$ cat src/rtl/iob_cmd_master_if.sv
// Bundles the command, response and IOb master signals of iob_cmd_master.
// Signal suffixes describe direction as seen from the master (the DUT side).
interface iob_cmd_master_if #(
  parameter int ADDR_W = 32
);
  logic              cmd_valid_i;
  logic              cmd_ready_o;
  logic              cmd_mode_i;
  logic [ADDR_W-1:0] cmd_addr_i;
  logic [5:0]        cmd_width_i;
  logic [31:0]       cmd_wdata_i;

  logic              rsp_valid_o;
  logic              rsp_ready_i;
  logic [31:0]       rsp_rdata_o;
  logic              rsp_err_o;

  logic              iob_valid_o;
  logic [ADDR_W-1:0] iob_addr_o;
  logic [31:0]       iob_wdata_o;
  logic [3:0]        iob_wstrb_o;
  logic              iob_ready_i;
  logic              iob_rvalid_i;
  logic [31:0]       iob_rdata_i;

  modport master (
    input  cmd_valid_i, cmd_mode_i, cmd_addr_i, cmd_width_i, cmd_wdata_i,
    output cmd_ready_o,
    output rsp_valid_o, rsp_rdata_o, rsp_err_o,
    input  rsp_ready_i,
    output iob_valid_o, iob_addr_o, iob_wdata_o, iob_wstrb_o,
    input  iob_ready_i, iob_rvalid_i, iob_rdata_i
  );

  modport slave (
    output cmd_valid_i, cmd_mode_i, cmd_addr_i, cmd_width_i, cmd_wdata_i,
    input  cmd_ready_o,
    input  rsp_valid_o, rsp_rdata_o, rsp_err_o,
    output rsp_ready_i,
    input  iob_valid_o, iob_addr_o, iob_wdata_o, iob_wstrb_o,
    output iob_ready_i, iob_rvalid_i, iob_rdata_i
  );
endinterface

$ cat src/rtl/iob_cmd_master.sv
// Turns single byte-addressed commands of 1..32 bits into one IOb native
// access, with lane alignment, read extraction, timeout and error response.
//
// state | meaning
// IDLE  | ready for a command (cmd_ready_o=1)
// REQ   | IOb request driven, waiting for iob_ready_i
// RDATA | read accepted, waiting for iob_rvalid_i
// RSP   | response held until rsp_ready_i
module iob_cmd_master #(
  parameter int ADDR_W  = 32,
  parameter int TIMEOUT = 1023
) (
  input  logic             clk_i,
  input  logic             arst_n_i,
  input  logic             cke_i,
  iob_cmd_master_if.master bus
);

  localparam int CNT_W = (TIMEOUT > 1) ? $clog2(TIMEOUT + 1) : 1;
  localparam logic [CNT_W-1:0] CNT_LAST = (TIMEOUT > 0) ? CNT_W'(TIMEOUT - 1) : '0;
  localparam bit TO_EN = (TIMEOUT > 0);

  typedef enum logic [1:0] {
    IDLE  = 2'd0,
    REQ   = 2'd1,
    RDATA = 2'd2,
    RSP   = 2'd3
  } state_t;

  state_t            state_q, state_d;
  logic              write_q, write_d;
  logic [ADDR_W-1:2] addr_q, addr_d;
  logic [1:0]        off_q, off_d;
  logic [5:0]        width_q, width_d;
  logic [31:0]       wdata_q, wdata_d;
  logic [3:0]        wstrb_q, wstrb_d;
  logic [31:0]       rdata_q, rdata_d;
  logic              err_q, err_d;
  logic [CNT_W-1:0]  cnt_q, cnt_d;

  logic [1:0]  cmd_off;
  logic [3:0]  cmd_nbytes;
  logic        cmd_illegal;
  logic [3:0]  cmd_wstrb;
  logic [31:0] cmd_wdata_sh;
  logic [31:0] rd_shifted;
  logic [31:0] rd_mask;
  logic        timeout_hit;

  always_comb begin
    cmd_off      = bus.cmd_addr_i[1:0];
    cmd_nbytes   = 4'((7'(bus.cmd_width_i) + 7'd7) >> 3);
    cmd_illegal  = (bus.cmd_width_i == 6'd0) || (bus.cmd_width_i > 6'd32) ||
                   ((4'(cmd_off) + cmd_nbytes) > 4'd4);
    // only meaningful for legal commands, where the strobe fits in 4 lanes
    cmd_wstrb    = 4'(((5'd1 << cmd_nbytes) - 5'd1) << cmd_off);
    cmd_wdata_sh = bus.cmd_wdata_i << {cmd_off, 3'b000};
  end

  always_comb begin
    rd_shifted  = bus.iob_rdata_i >> {off_q, 3'b000};
    rd_mask     = (width_q >= 6'd32) ? 32'hFFFF_FFFF : ((32'd1 << width_q) - 32'd1);
    timeout_hit = TO_EN && (cnt_q == CNT_LAST);
  end

  always_ff @(posedge clk_i or negedge arst_n_i) begin
    if (!arst_n_i) begin
      state_q <= IDLE;
      write_q <= 1'b0;
      addr_q  <= '0;
      off_q   <= '0;
      width_q <= '0;
      wdata_q <= '0;
      wstrb_q <= '0;
      rdata_q <= '0;
      err_q   <= 1'b0;
      cnt_q   <= '0;
    end else begin
      state_q <= state_d;
      write_q <= write_d;
      addr_q  <= addr_d;
      off_q   <= off_d;
      width_q <= width_d;
      wdata_q <= wdata_d;
      wstrb_q <= wstrb_d;
      rdata_q <= rdata_d;
      err_q   <= err_d;
      cnt_q   <= cnt_d;
    end
  end

  always_comb begin
    state_d = state_q;
    write_d = write_q;
    addr_d  = addr_q;
    off_d   = off_q;
    width_d = width_q;
    wdata_d = wdata_q;
    wstrb_d = wstrb_q;
    rdata_d = rdata_q;
    err_d   = err_q;
    cnt_d   = cnt_q;

    if (cke_i) begin
      case (state_q)
        IDLE: begin
          if (bus.cmd_valid_i) begin
            write_d = bus.cmd_mode_i;
            addr_d  = bus.cmd_addr_i[ADDR_W-1:2];
            off_d   = cmd_off;
            width_d = bus.cmd_width_i;
            rdata_d = '0;
            cnt_d   = '0;
            if (cmd_illegal) begin
              err_d   = 1'b1;
              wdata_d = '0;
              wstrb_d = '0;
              state_d = RSP;
            end else begin
              err_d   = 1'b0;
              wdata_d = bus.cmd_mode_i ? cmd_wdata_sh : 32'd0;
              wstrb_d = bus.cmd_mode_i ? cmd_wstrb : 4'd0;
              state_d = REQ;
            end
          end
        end

        REQ: begin
          cnt_d = cnt_q + CNT_W'(1);
          // the awaited event takes priority over a coincident timeout
          if (bus.iob_ready_i) begin
            cnt_d   = '0;
            state_d = write_q ? RSP : RDATA;
          end else if (timeout_hit) begin
            err_d   = 1'b1;
            state_d = RSP;
          end
        end

        RDATA: begin
          cnt_d = cnt_q + CNT_W'(1);
          if (bus.iob_rvalid_i) begin
            rdata_d = rd_shifted & rd_mask;
            state_d = RSP;
          end else if (timeout_hit) begin
            err_d   = 1'b1;
            state_d = RSP;
          end
        end

        RSP: begin
          if (bus.rsp_ready_i) state_d = IDLE;
        end

        default: state_d = IDLE;
      endcase
    end
  end

  assign bus.cmd_ready_o = (state_q == IDLE);
  assign bus.iob_valid_o = (state_q == REQ);
  assign bus.iob_addr_o  = {addr_q, 2'b00};
  assign bus.iob_wdata_o = wdata_q;
  assign bus.iob_wstrb_o = (state_q == REQ) ? wstrb_q : 4'd0;
  assign bus.rsp_valid_o = (state_q == RSP);
  assign bus.rsp_rdata_o = rdata_q;
  assign bus.rsp_err_o   = err_q;

endmodule
$ cat src/flat_wrapper.sv
// flat-port wrapper written by rule: the top's interface ports become plain ports
module iob_cmd_master_flat 
#(
  parameter int ADDR_W  = 32,
  parameter int TIMEOUT = 1023
)
  (clk_i, arst_n_i, cke_i, bus_cmd_valid_i, bus_cmd_mode_i, bus_cmd_addr_i, bus_cmd_width_i, bus_cmd_wdata_i, bus_cmd_ready_o, bus_rsp_valid_o, bus_rsp_rdata_o, bus_rsp_err_o, bus_rsp_ready_i, bus_iob_valid_o, bus_iob_addr_o, bus_iob_wdata_o, bus_iob_wstrb_o, bus_iob_ready_i, bus_iob_rvalid_i, bus_iob_rdata_i);
  iob_cmd_master_if #(.ADDR_W(ADDR_W)) bus_i ();
  input  logic clk_i;
  input  logic arst_n_i;
  input  logic cke_i;
  input wire logic [$bits(bus_i.cmd_valid_i)-1:0] bus_cmd_valid_i;
  input wire logic [$bits(bus_i.cmd_mode_i)-1:0] bus_cmd_mode_i;
  input wire logic [$bits(bus_i.cmd_addr_i)-1:0] bus_cmd_addr_i;
  input wire logic [$bits(bus_i.cmd_width_i)-1:0] bus_cmd_width_i;
  input wire logic [$bits(bus_i.cmd_wdata_i)-1:0] bus_cmd_wdata_i;
  output wire logic [$bits(bus_i.cmd_ready_o)-1:0] bus_cmd_ready_o;
  output wire logic [$bits(bus_i.rsp_valid_o)-1:0] bus_rsp_valid_o;
  output wire logic [$bits(bus_i.rsp_rdata_o)-1:0] bus_rsp_rdata_o;
  output wire logic [$bits(bus_i.rsp_err_o)-1:0] bus_rsp_err_o;
  input wire logic [$bits(bus_i.rsp_ready_i)-1:0] bus_rsp_ready_i;
  output wire logic [$bits(bus_i.iob_valid_o)-1:0] bus_iob_valid_o;
  output wire logic [$bits(bus_i.iob_addr_o)-1:0] bus_iob_addr_o;
  output wire logic [$bits(bus_i.iob_wdata_o)-1:0] bus_iob_wdata_o;
  output wire logic [$bits(bus_i.iob_wstrb_o)-1:0] bus_iob_wstrb_o;
  input wire logic [$bits(bus_i.iob_ready_i)-1:0] bus_iob_ready_i;
  input wire logic [$bits(bus_i.iob_rvalid_i)-1:0] bus_iob_rvalid_i;
  input wire logic [$bits(bus_i.iob_rdata_i)-1:0] bus_iob_rdata_i;
  assign bus_i.cmd_valid_i = bus_cmd_valid_i;
  assign bus_i.cmd_mode_i = bus_cmd_mode_i;
  assign bus_i.cmd_addr_i = bus_cmd_addr_i;
  assign bus_i.cmd_width_i = bus_cmd_width_i;
  assign bus_i.cmd_wdata_i = bus_cmd_wdata_i;
  assign bus_cmd_ready_o = bus_i.cmd_ready_o;
  assign bus_rsp_valid_o = bus_i.rsp_valid_o;
  assign bus_rsp_rdata_o = bus_i.rsp_rdata_o;
  assign bus_rsp_err_o = bus_i.rsp_err_o;
  assign bus_i.rsp_ready_i = bus_rsp_ready_i;
  assign bus_iob_valid_o = bus_i.iob_valid_o;
  assign bus_iob_addr_o = bus_i.iob_addr_o;
  assign bus_iob_wdata_o = bus_i.iob_wdata_o;
  assign bus_iob_wstrb_o = bus_i.iob_wstrb_o;
  assign bus_i.iob_ready_i = bus_iob_ready_i;
  assign bus_i.iob_rvalid_i = bus_iob_rvalid_i;
  assign bus_i.iob_rdata_i = bus_iob_rdata_i;
  iob_cmd_master #(.ADDR_W(ADDR_W), .TIMEOUT(TIMEOUT)) u_core (.clk_i(clk_i), .arst_n_i(arst_n_i), .cke_i(cke_i), .bus(bus_i));
endmodule
$ cat config.mk
export PLATFORM = sky130hd
export DESIGN_NAME = iob_cmd_master_flat
export DESIGN_NICKNAME = d
export VERILOG_FILES = /design/src/rtl/iob_cmd_master_if.sv /design/src/rtl/iob_cmd_master.sv /design/src/flat_wrapper.sv
export SDC_FILE = /design/constraint.sdc
export NUM_CORES = 1
export LEC_CHECK = 0
export BUFFER_PORTS_ARGS = -buffer_cell sky130_fd_sc_hd__buf_2
export CELL_PAD_IN_SITES_DETAIL_PLACEMENT = 1
export CELL_PAD_IN_SITES_GLOBAL_PLACEMENT = 1
export CORE_UTILIZATION = 30
export DETAILED_ROUTE_END_ITERATION = 8
export HOLD_SLACK_MARGIN = 0.1
export PLACE_DENSITY_LB_ADDON = 0.1
export SKIP_LAST_GASP = 1
export SLEW_MARGIN = 40
export SYNTH_ARGS = -nofsm -noshare
export SYNTH_HDL_FRONTEND = slang
export SYNTH_SLANG_ARGS = --single-unit
$ cat constraint.sdc
create_clock -name clk_i -period 2.6 [get_ports clk_i]
set_input_delay 0.39 -clock clk_i [delete_from_list [all_inputs] [get_ports clk_i]]
set_output_delay 0.39 -clock clk_i [all_outputs]
set_load 0.01 [all_outputs]
# Yosys cells after proc, flatten, opt, wreduce, memory -nomap -nowiden
# Index checks and enable logic that the tools add are counted.
# W data, S select, Z words.
[word_totals]
regBits = 120
output_inout_bits = 104
in_bits = 110
elab_cells = 70
[op_classes]
addsub = 5
shift = 5
order_cmp = 3
n_mux = 26
eq_ne = 9
bitwise = 1
n_reduce_logical = 11
[ops]
columns = ["cell", "n"]
rows = [
  ["$mux W32", 5],
  ["$pmux W32 S2", 1],
  ["$and A32 B32 Y32", 1],
  ["$shl A1 B6 Y32 const A", 1],
  ["$shl A32 B5 Y32", 1],
  ["$shr A32 B5 Y32", 1],
  ["$sub A32 B1 Y32 const B", 1],
  ["$pmux W10 S3", 1],
  ["$mux W10", 2],
  ["$mux W2", 6],
  ["$mux W4", 3],
  ["$add A10 B1 Y10 const B", 1],
  ["$eq A10 B10 Y1 const B", 1],
  ["$reduce_and A3 Y1", 3],
  ["$ne A2 B2 Y1 const B", 4],
  ["$pmux W2 S4", 1],
  ["$add A6 B3 Y7 const B", 1],
  ["$ge A6 B6 Y1 const B", 1],
  ["$gt A6 B6 Y1 const B", 1],
  ["$logic_not A6 Y1", 1],
  ["$mux W1", 6],
  ["$reduce_and A5 Y1", 1],
  ["$shl A1 B4 Y5 const A", 1],
  ["$shl A5 B2 Y4", 1],
  ["other kinds (12)", 14],
]

# Depth between registers and ports, before layout
# Gate-level depths: netlist of the first run.
[logic_depth]
depth_word = 7
ltp_mapped = 13

# Worst setup path before layout of the first run
# No wires, ideal clock.
[synth_path]
path_type = "input to register"
from = "in bus_cmd_width_i[1]"
to = "reg u_core.wdata_q[6] (netlist: u_core.bus.iob_wdata_o[6])"
path_stages = 12
path_buffers = 2
t_arrival_ps = 2682
setup_slack_ps = -204
setup_time_ps = 122
cell_sequence = "or4_4 and2_1 ha_1 inv_1 fa_1 nand2b_1 nor2b_1 mux2i_1 and3b_1 buf_6 buf_6 a32o_1"
[synth_between]
elab_chain_len = 5
[synth_rtl]
columns = ["element", "line", "rtl"]
rows = [
  ["from (decl)", "flat_wrapper.sv:15", "input wire logic [$bits(bus_i.cmd_width_i)-1:0] bus_cmd_width_i;"],
  ["$add A6 B3 Y7", "iob_cmd_master.sv:52", "cmd_nbytes = 4'((7'(bus.cmd_width_i) + 7'd7) >> 3);"],
  ["$add A2 B4 Y4", "iob_cmd_master.sv:54", "((4'(cmd_off) + cmd_nbytes) > 4'd4);"],
  ["$gt A4 B3 Y1", "iob_cmd_master.sv:54", ""],
  ["$logic_or A1 B1 Y1 *", "iob_cmd_master.sv:53", "cmd_illegal = (bus.cmd_width_i == 6'd0) || (bus.cmd_width_i > 6'd32) ||"],
  ["$mux W32 *", "iob_cmd_master.sv:114", "if (cmd_illegal) begin"],
  ["to (signal assigned)", "iob_cmd_master.sv:84", "wdata_q <= wdata_d;"],
  ["to (decl)", "iob_cmd_master.sv:35", "logic [31:0] wdata_q, wdata_d;"],
]
# Every way passes the cells marked *; elsewhere a longest branch is shown, timed or not.
# A chain may end at the register's enable or synchronous reset.

# Worst setup path after layout of the first run
[layout_path]
from = "in bus_cmd_width_i[1]"
to = "reg u_core.wdata_q[14] (netlist: u_core.bus.iob_wdata_o[14])"
# The elaborated chain is that of the path after synthesis.

==> impl_metrics.json, run 1 <==
{
  "dpl_cell_area_um2": 8160,
  "cellPowerDensity_nw_per_um2": 1030,
  "ys_ff_latch": 120,
  "clkTransAtPathRegs_ns": 0.06,
  "yosys_warnings": 0,
  "nNetsFinal": 1073,
  "hold_viol_final": 0,
  "design_area_um2": 8920,
  "firstDrtPassIters": 4,
  "ys_async_sr_fraction_pct": 100,
  "cpMaxStageDelayCell": "fa_1",
  "h-tree-depth": 4,
  "ys.flop_type": "dfrtp_1",
  "setup_violations": 11,
  "cts_made_buffers": 17,
  "die_area_um2": 22700,
  "fmax_mhz": 379,
  "utilization_pct": 41.0,
  "worst_slack_ns": -0.0407,
  "die_width_um": 151,
  "power_leakage_uw": 0.00448,
  "ir_drop_mv": 0.440,
  "worstMarginPinSlew_ns": 0.712,
  "cp_max_fo": 9,
  "grt_pass1_vias": 6692,
  "core_um2": 21800,
  "finalMaxSlewViolations": 0,
  "io_pins": 214,
  "drive_gt1_share_pct": 32.6,
  "run_status": "finished with violations",
  "skew_ns": 0.00786,
  "worstSetupStartpointType": "input port",
  "wirelength_um": 23500,
  "worstPathRequired_ns": 2.95,
  "dieHeight_um": 151,
  "avgSynthCellArea_um2": 9.08,
  "slew_headroom_pct": 52.6,
  "overflow": 0,
  "drtAntennaViolNets": 0,
  "worst_hold_slack_ns": 0.147,
  "finalNonFillerCells": 1243,
  "cts_tree": "done",
  "synthDistinctLibCells": 62,
  "cts_buffer_depth": 2,
  "rsz0062_at_grt": "true",
  "dp.cells": 1205,
  "wl_per_cell_um": 18.9,
  "grt_pass1_wl_um": 36500,
  "synth_top_area_cell": "dfrtp_1",
  "synth-edff-count": 0,
  "insertion_delay_ns": 0.43,
  "synth_top_cell_area_share_pct": 45.3,
  "rows": 54,
  "synth-seq-area-share_pct": 45.3,
  "place_congestion": 0.815,
  "crit_type": "input port to flop",
  "violations": "setup timing",
  "worst_hold_path_type": "input port to flop",
  "drtIter0Drc": 306,
  "clockRootBuffer": "clkbuf_16",
  "grt_antenna_before_repair": 0,
  "start_util_pct": 30.5,
  "cts.sinks": 120,
  "cap_violations": 0,
  "cp-end-kind": "flop",
  "grt_usage_pct": 20.9,
  "arrival_ns": 3.00,
  "port_buffers": 211,
  "hpwlAfterDp_um": 16600,
  "syn_inst": 730,
  "via_count": 6422,
  "antenna_cells": 0,
  "crit_chain": "buf_8 > nor3_4 > nand2b_4 > and2_4 > ha_4 > inv_2 > fa_1 > nand2b_1 > a221o_1 > mux2i_2 > and3b_4 > clkbuf_16 > a32o_1",
  "grt_max_degree": 55,
  "synth_area_um2": 6630,
  "synth_area_leaders": "dfrtp_1 (45%), nand2_1 (10%), a32o_1 (5.6%), mux2i_1 (5.3%), o21ai_0 (3.3%)",
  "finalCriticalPeriod_ns": 2.64,
  "cpPeakStageDelay_ns": 0.48,
  "via_per_inst": 5.17,
  "route.detailed.drc": 0,
  "period_share_pct": 102,
  "area_growth_pct": 34.5
}
[cells by family (layout without fill, tap and decap cells)]
family / Yosys count / after routing / synth area share (%)
compound gates: 194 / 194 / 20.9
xor+xnor: 6 / 6 / 0.793
fa+ha+maj: 11 / 11 / 2.19
buf+inv: 64 / 296 / 4.19
flops: 120 / 120 / 45.3
mux: 45 / 45 / 6.99
other cells: 1 / 2 / 0.0566
simple gates: 289 / 289 / 19.6
[worst max-delay path: cells and delay by family]
kind / cells / cell delay [ns]
fa+ha+maj: 2 / 0.61
simple gates: 5 / 0.94
compound gates: 2 / 0.48
mux: 1 / 0.21
buf+inv: 3 / 0.35
[cell type report]
type | count | area (um2)
multi-input cells | 547 | 3410
fillers | 2612 | 12800
clock buffers | 22 | 484
clock inverters | 8 | 72.6
flip-flops and latches | 120 | 3000
inverters | 9 | 33.8
repair buffers | 257 | 1560
well taps | 280 | 350
[worst paths after layout]
| check | start | endpoint | slack (ns) | cells after the start |
|---|---|---|---|---|
| max | bus_cmd_width_i[1] | u_core.bus.iob_wdata_o[14] | -0.04 | 13 |
| min | bus_cmd_addr_i[21] | u_core.addr_q[21] | 0.15 | 3 |
| max reg2reg | u_core.width_q[3] | u_core.bus.rsp_rdata_o[6] | 0.18 | 7 |
| min reg2reg | u_core.addr_q[30] | u_core.addr_q[30] | 0.47 | 2 |
| max in group asynchronous | arst_n_i | u_core.addr_q[20] | 1.32 | 3 |
| min in group asynchronous | arst_n_i | u_core.cnt_q[4] | 0.55 | 2 |
[sequential cells by signal (all words and copies together) (netlist names)]
name	flops
u_core.addr_q	30
u_core.width_q	6
u_core.bus.rsp_err_o	1
u_core.bus.iob_wdata_o	32
u_core.state_q	2
u_core.wstrb_q	4
u_core.bus.rsp_rdata_o	32
u_core.write_q	1
u_core.cnt_q	10
u_core.off_q	2
[metrics by stage]
| stage | setup TNS, ns | setup WS (ns) | total power [uW] |
|---|---|---|---|
| floorplan | -4.97 | -0.183 | 5280 |
| global placement | -14.30 | -0.404 | 6840 |
| detailed placement | -17.48 | -0.498 | 6950 |
| CTS | -0.0153 | -0.0127 | 9280 |
| global route | -2.02 | -0.130 | 9870 |
| finish | -0.206 | -0.0407 | 9200 |
[where the power goes]
part	switching, uW	total (uW)	internal (uW)
registers	415	2870	2460
logic	2450	4060	1610
clock network	868	2260	1400
total	3730	9200	5470
[cells in the final DEF, fill, tap and decap left out, types with 4 or more instances in the layout]
cell,Yosys,routed
a211oi_1,8,8
a21oi_1,21,21
a22o_1,19,19
a31oi_1,5,5
a32o_1,37,37
and2_1,6,5
and3_1,4,4
buf_12,0,4
buf_2,3,207
buf_4,3,36
buf_6,3,4
clkbuf_16,0,20
clkbuf_8,0,4
clkinv_2,0,4
dfrtp_1,120,119
ha_1,10,9
inv_1,9,8
mux2_2,10,10
mux2i_1,35,34
nand2_1,179,179
nand2b_1,9,8
nand3_1,10,9
nand3b_1,4,4
nand4_1,4,4
nor2_1,32,31
nor2b_1,15,14
nor3_1,7,5
o211ai_1,4,4
o21ai_0,44,44
o21ai_1,20,20
o311ai_1,4,4
o31ai_1,4,4
xor2_1,4,4
[per-layer routing]
layer / GRT usage (%) / routed length [um] / share of wire (%)
met3: 6.39 / 1510 / 6.4
met1: 27.9 / 10800 / 46
met4: 6.45 / 481 / 2.0
met5: 0 / 0 / 0
met2: 32.3 / 10700 / 46
[what timing repair did]
item / CTS / global route
gates cloned: 1 / 4
setup endpoints to repair: 36 / 36
setup buffers: 0 / 2
hold endpoints to repair: 48 / 0
gates resized for setup: 6 / 10
pin swaps: 1 / 4
hold buffers: 1 / 0
[synth_stat cells (4+ instances only)]
library cell	count
nand4_1	4
nor2_1	32
and2_1	6
nor3_1	7
nand2_1	179
clkbuf_1	42
buf_1	4
inv_1	9
a32o_1	37
xor2_1	4
a31oi_1	5
dfrtp_1	120
nor2b_1	15
nand3_1	10
o211ai_1	4
o311ai_1	4
a211oi_1	8
mux2_2	10
mux2i_1	35
ha_1	10
and3_1	4
nand3b_1	4
nand2b_1	9
a21oi_1	21
o21ai_0	44
a22o_1	19
o21ai_1	20
o31ai_1	4
Note: power is estimated with default switching activity, not from simulation.
==> run 2, diff against run 1 <==
==> constraint.sdc (replaced) <==
create_clock -name clk_i -period 2.5 [get_ports clk_i]
set_input_delay 0.375 -clock clk_i [delete_from_list [all_inputs] [get_ports clk_i]]
set_output_delay 0.375 -clock clk_i [all_outputs]
set_load 0.01 [all_outputs]
==> run 2 against run 1 <==
The run still ends with setup timing left. Critical path depth is 1 lower. Clock-buffer cell count stayed put. Global-route usage is 0.077 points higher. Final area is 1.0% lower. Die area stayed put. Core utilization is 0.41 points lower. Clock power is 4% higher. Routed wire length is 0.33% lower. Combinational power is 6.4% higher. Sequential cell count stayed put. Non-clock buffer count is 1 lower. Largest cell class unchanged.
==> impl_metrics.json, run 2 (synthesis results as in run 1) <==
{
  "slew_headroom_pct": 55.1,
  "place_congestion": 0.838,
  "nFillCells": 2608,
  "cap_violations": 0,
  "antenna_cells": 0,
  "cp_max_fo": 18,
  "hold_viol_final": 0,
  "dp.cells": 1210,
  "cts.sinks": 120,
  "rows": 54,
  "grt_antenna_before_repair": 0,
  "die_area_um2": 22700,
  "final_cell_mix": "buf_2 (208), nand2_1 (178), dfrtp_1 (120), o21ai_0 (44), buf_4 (40)",
  "die_width_um": 151,
  "worst_slack_ns": -0.0811,
  "utilization_pct": 40.6,
  "run_status": "finished with violations",
  "core_um2": 21800,
  "cp-end-kind": "flop",
  "r2r-end": "u_core.bus.rsp_rdata_o[12]",
  "via_per_inst": 5.18,
  "clockRootBuffer": "clkbuf_16",
  "worstSetupStartpointType": "input port",
  "ir_drop_mv": 0.455,
  "cts_made_buffers": 17,
  "cellPowerDensity_nw_per_um2": 1090,
  "drive_gt1_share_pct": 32.5,
  "cts_tree": "done",
  "hpwlAfterDp_um": 16900,
  "wirelength_um": 23400,
  "period_share_pct": 103,
  "ff2ff_path_depth": 9,
  "firstDrtPassIters": 4,
  "arrival_ns": 2.88,
  "dieHeight_um": 151,
  "insertion_delay_ns": 0.42,
  "finalCriticalPeriod_ns": 2.58,
  "use_met1_pct": 29.1,
  "nNetsFinal": 1072,
  "fmax_mhz": 387,
  "grt_pass1_vias": 6621,
  "finalMaxSlewViolations": 0,
  "grt_max_degree": 80,
  "finalNonFillerCells": 1242,
  "grt_pass1_wl_um": 36900,
  "overflow": 0,
  "clkTransAtPathRegs_ns": 0.06,
  "via_count": 6439,
  "worstMarginPinSlew_ns": 0.670,
  "cts_buffer_depth": 2,
  "grt_usage_pct": 21.0,
  "drtIter0Drc": 332,
  "final_common_cell": "buf_2",
  "area_growth_pct": 33.2,
  "io_pins": 214,
  "rsz0062_at_grt": "true",
  "power_leakage_uw": 0.00446,
  "crit_type": "input port to flop",
  "route.detailed.drc": 0,
  "setup_violations": 36,
  "met2_usage_pct": 32.1,
  "crit_path_end": "u_core.bus.iob_wdata_o[9]",
  "use_met3_pct": 5.82,
  "h-tree-depth": 4,
  "cp-startpoint": "bus_cmd_width_i[3]",
  "start_util_pct": 30.5,
  "grt_busiest_layer": "met2",
  "violations": "setup timing",
  "worstPathRequired_ns": 2.80,
  "drtAntennaViolNets": 0,
  "timing.rr.start": "u_core.width_q[3]",
  "worst_hold_path_type": "input port to flop",
  "wl_per_cell_um": 18.8,
  "skew_ns": 0.0103,
  "port_buffers": 211,
  "rrSetupSlack_ns": 0.28
}
==> run 2: cell types whose count changed in the layout (fill, tap and decap cells not counted), sizes merged <==
cell / change
clkinvlp: -1
clkbuf: -2
buf: +1
clkinv: +1
==> run 2: metal layers <==
layer / up-vias / part of all wire [%]
met5: - / 0
met4: 0 / 1.1
met3: 20 / 6.8
met2: 199 / 45
met1: 3167 / 47
li1: 3053 / -
==> run 2: metrics by stage <==
step                      hold WS [ns]  total power [uW]  worst slack, ns  TNS, ns  instance area (um2)
final                            0.155              9620          -0.0811    -1.81                 8830
after global routing             0.139             10300           -0.169    -4.79                 8830
after CTS                        0.131              9720          -0.0718    -1.28                 8770
after detailed placement         0.242              7320           -0.559   -19.62                 8190
after global placement           0.241              7180           -0.435   -15.50                 8190
after floorplan                 0.0794              5500           -0.268    -8.03                 6650
==> run 2: layout make-up <==
| cell class | instances | area [um2] | area share, % |
|---|---|---|---|
| multi-input cells | 547 | 3410 | 38.7 |
| flip-flops and latches | 120 | 3000 | 34.0 |
| clock inverters | 8 | 73.8 | 0.836 |
| inverters | 9 | 33.8 | 0.383 |
| well taps | 280 | 350 | 3.97 |
| clock buffers | 22 | 474 | 5.37 |
| repair buffers | 256 | 1480 | 16.8 |
==> run 2: how the worst min path moves through the flow <==
stage,startpoint,endpoint,cells after the start
2_1_floorplan,arst_n_i,u_core.addr_q[10],0
3_3_place_gp,arst_n_i,u_core.bus.rsp_rdata_o[13],1
3_5_place_dp,arst_n_i,u_core.bus.rsp_rdata_o[13],1
4_1_cts,bus_cmd_addr_i[29],u_core.addr_q[29],3
5_1_grt,bus_cmd_addr_i[29],u_core.addr_q[29],3
6_report,bus_cmd_addr_i[28],u_core.addr_q[28],3
==> run 2: critical path, stage by stage <==
cell and delay, ns:
buf_2 0.11, or4_4 0.53, and2_4 0.19, ha_4 0.16, inv_2 0.05, fa_1 0.41
nand2b_1 0.12, a221o_1 0.17, mux2i_2 0.08, and3b_2 0.27, buf_12 0.17, a32o_1 0.25
==> run 2: power breakdown <==
group / internal (uW) / switching, uW
clock: 1430 / 909
sequential: 2560 / 407
combinational: 1730 / 2590
total: 5720 / 3900
==> run 2: repair_timing <==
item                                    in CTS  in global routing
pin swaps                                    0                  1
hold buffers                                 1                  0
buffers inserted                             0                  1
gates cloned                                 0                  1
gates resized for setup                      3                 10
endpoints found under the setup margin      37                 40
hold endpoints to repair                    11                  0
==> run 3, diff against run 2 <==
--- a/config.mk
+++ b/config.mk
@@ -5,11 +5,13 @@
 export SDC_FILE = /design/constraint.sdc
 export NUM_CORES = 1
 export LEC_CHECK = 0
+export ABC_AREA = 1
 export BUFFER_PORTS_ARGS = -buffer_cell sky130_fd_sc_hd__buf_2
 export CELL_PAD_IN_SITES_DETAIL_PLACEMENT = 1
 export CELL_PAD_IN_SITES_GLOBAL_PLACEMENT = 1
 export CORE_UTILIZATION = 30
 export DETAILED_ROUTE_END_ITERATION = 8
+export GPL_TIMING_DRIVEN = 0
 export HOLD_SLACK_MARGIN = 0.1
 export PLACE_DENSITY_LB_ADDON = 0.1
 export SKIP_LAST_GASP = 1
==> run 3 against run 2 <==
The run now ends clean. Maximum frequency is 9.7% higher. Clock power is 5% higher. Global-route usage is 1.4 points higher. Synthesized cell count is 40% higher. First-iteration DRC count is 20% lower. Die area is 11% higher. Register-to-register slack worse by 0.13 ns. Worst hold slack worse by 0.015 ns. Sequential cell count stayed put. Combinational power is 17% higher. Critical path type is now flop to flop. Largest power group unchanged.
==> impl_metrics.json, run 3 <==
{
  "ff2ff_path_depth": 13,
  "worstMarginPinSlew_ns": 0.607,
  "worst_slack_ns": 0.147,
  "dieHeight_um": 158,
  "synth_top_cell_area_share_pct": 40.9,
  "cpPeakStageDelay_ns": 0.36,
  "worstSetupStartpointType": "flop",
  "fmax_mhz": 425,
  "hpwlAfterDp_um": 21200,
  "synthDistinctLibCells": 48,
  "timing.rr.start": "u_core.width_q[5]",
  "rows": 56,
  "run_status": "finished, final reports clean",
  "synth_common_cells": "nand2_1 (361), dfrtp_1 (120), inv_1 (79), o21ai_0 (75), nand3_1 (62)",
  "final_common_cell": "nand2_1",
  "cp_max_fo": 10,
  "io_pins": 214,
  "final_cell_mix": "nand2_1 (361), buf_2 (217), dfrtp_1 (120), inv_1 (79), o21ai_0 (74)",
  "grt_antenna_before_repair": 4,
  "drive_gt1_share_pct": 26.6,
  "synth_top_area_cell": "dfrtp_1",
  "core_um2": 23800,
  "worst_hold_slack_ns": 0.140,
  "whs_path_depth": 3,
  "ys_async_sr_fraction_pct": 100,
  "insertion_delay_ns": 0.42,
  "synth_xor_area_share_pct": 0,
  "rsz0062_at_grt": "true",
  "yosys_warnings": 0,
  "synth_fa_ha_area_share_pct": 1.98,
  "slew_headroom_pct": 59.5,
  "via_count": 7682,
  "hold_start": "bus_cmd_addr_i[19]",
  "worstPathRequired_ns": 2.80,
  "synth-edff-count": 0,
  "synth_top_family_by_area": "simple AND/OR/NAND/NOR gates",
  "cts_tree": "done",
  "power.total_uw": 10400,
  "pre_cts_ws_ns": -0.738,
  "rrSetupSlack_ns": 0.15,
  "cellPowerDensity_nw_per_um2": 1100,
  "finalNonFillerCells": 1588,
  "synth_most_common_cell": "nand2_1",
  "drtIter0Drc": 264,
  "worst_hold_path_type": "input port to flop",
  "ir_drop_mv": 0.426,
  "h-tree-depth": 4,
  "overflow": 0,
  "finalMaxSlewViolations": 0,
  "die_width_um": 158,
  "die_area_um2": 25100,
  "cap_violations": 0,
  "start_util_pct": 30.9,
  "avgSynthCellArea_um2": 7.19,
  "ys_ff_latch": 120,
  "cts_buffer_depth": 2,
  "clkTransAtPathRegs_ns": 0.06,
  "arrival_ns": 2.65,
  "period_share_pct": 94.1,
  "grt_usage_pct": 22.4,
  "firstDrtPassIters": 5,
  "ys.flop_type": "dfrtp_1",
  "grt_pass1_vias": 7648,
  "finalCriticalPeriod_ns": 2.35,
  "nNetsFinal": 1376,
  "syn_inst": 1020,
  "dp.cells": 1553,
  "synth-seq-area-share_pct": 40.9,
  "wl_per_cell_um": 17.1,
  "synth-compound-area-share_pct": 12.4,
  "cp-end-kind": "flop",
  "grt_pass1_wl_um": 42500,
  "drtAntennaViolNets": 0,
  "design_area_um2": 9480,
  "dpl_cell_area_um2": 8860,
  "crit_type": "flop to flop",
  "synth_area_leaders": "dfrtp_1 (41%), nand2_1 (18%), o21ai_0 (5.1%), nand3_1 (4.2%), inv_1 (4.0%)",
  "grt_max_degree": 48,
  "crit_chain": "buf_4 > nor2_8 > buf_6 > inv_1 > nor2_2 > inv_1 > ha_1 > nand3_2 > nor2_4 > nand2_1 > nand3_1 > o211ai_1 > nand2_1",
  "synth-simple-area-share_pct": 35.6,
  "route.detailed.drc": 0,
  "area_growth_pct": 29.2,
  "cts_made_buffers": 17,
  "setup_violations": 0,
  "synth_area_um2": 7340,
  "port_buffers": 211,
  "power_leakage_uw": 0.00534,
  "wirelength_um": 27200,
  "via_per_inst": 4.84,
  "place_congestion": 0.889,
  "hold_viol_final": 0,
  "r2r-end": "u_core.bus.rsp_rdata_o[10]",
  "skew_ns": 0.0103,
  "synth_mux_area_share_pct": 0.955,
  "cpMaxStageDelayCell": "dfrtp_1",
  "cts.sinks": 120,
  "clockRootBuffer": "clkbuf_16",
  "hold_end": "u_core.addr_q[19]"
}
==> run 3: logic make-up (layout without fill, tap and decap cells) <==
group,after synthesis,count (layout)
AO/OA/AOI/OAI,163,163
buffers and inverters,142,389
flip-flops,120,120
other,1,3
AND/OR/NAND/NOR,576,576
adder cells (fa/ha/maj),11,11
multiplexers,7,7
==> run 3: final cells by class <==
type / count / area, um2
repair buffers: 216 / 1150
multi-input cells: 759 / 3770
diodes: 1 / 2.50
plain buffers: 53 / 262
clock buffers: 18 / 429
inverters: 88 / 333
clock inverters: 14 / 139
well taps: 319 / 399
flip-flops and latches: 120 / 3000
fillers: 3064 / 14300
==> run 3: timing repair <==
action / in CTS / in global routing
hold buffers: 1 / 0
pin swaps: 0 / 1
buffers inserted: 0 / 2
resized for setup: 4 / 11
hold endpoints to repair: 29 / 0
endpoints found under the setup margin: 41 / 46
==> run 3: routing by layer <==
metal  vias up  routed length, um  global-route usage [%]
li1       3796                  -                       -
met1      3643              12500                    29.5
met2       213              12600                    36.0
met3        26               1680                    5.74
met4         4                351                    6.09
met5         -                 20                       0
==> run 3: worst max path at each step <==
| stage | startpoint | end | slack [ns] | depth (start not counted) |
|---|---|---|---|---|
| 6_report | u_core.width_q[5] | u_core.bus.rsp_rdata_o[10] | 0.15 | 13 |
| 5_1_grt | u_core.state_q[0] | u_core.bus.rsp_rdata_o[14] | -0.07 | 9 |
| 4_1_cts | u_core.state_q[0] | u_core.bus.rsp_rdata_o[28] | 0.02 | 10 |
| 3_5_place_dp | bus_cmd_addr_i[1] | u_core.bus.iob_wdata_o[8] | -0.74 | 11 |
| 3_3_place_gp | arst_n_i | u_core.addr_q[19] | -0.78 | 1 |
| 2_1_floorplan | bus_cmd_addr_i[1] | u_core.bus.iob_wdata_o[10] | 0.20 | 10 |
==> run 3: metrics by stage <==
step | util [%] | TNS (ns)
after CTS | 39.8 | 0
final | 39.9 | 0
after global placement | 37.0 | -114.89
after floorplan | - | 0
after detailed placement | 37.3 | -23.69
after global routing | 39.9 | -0.528
==> run 3: power breakdown <==
group	total, uW	switching (uW)	internal (uW)
Clock	2450	1050	1390
Sequential	2930	379	2550
Combinational	5060	3390	1670
Total	10400	4820	5620
==> run 3: worst max-delay path, delay by kind of cell, from the launching register on <==
kind	cells	cell delay [ns]
buf+inv	4	0.58
flops	1	0.36
compound gates	1	0.16
simple gates	7	0.91
fa+ha+maj	1	0.22
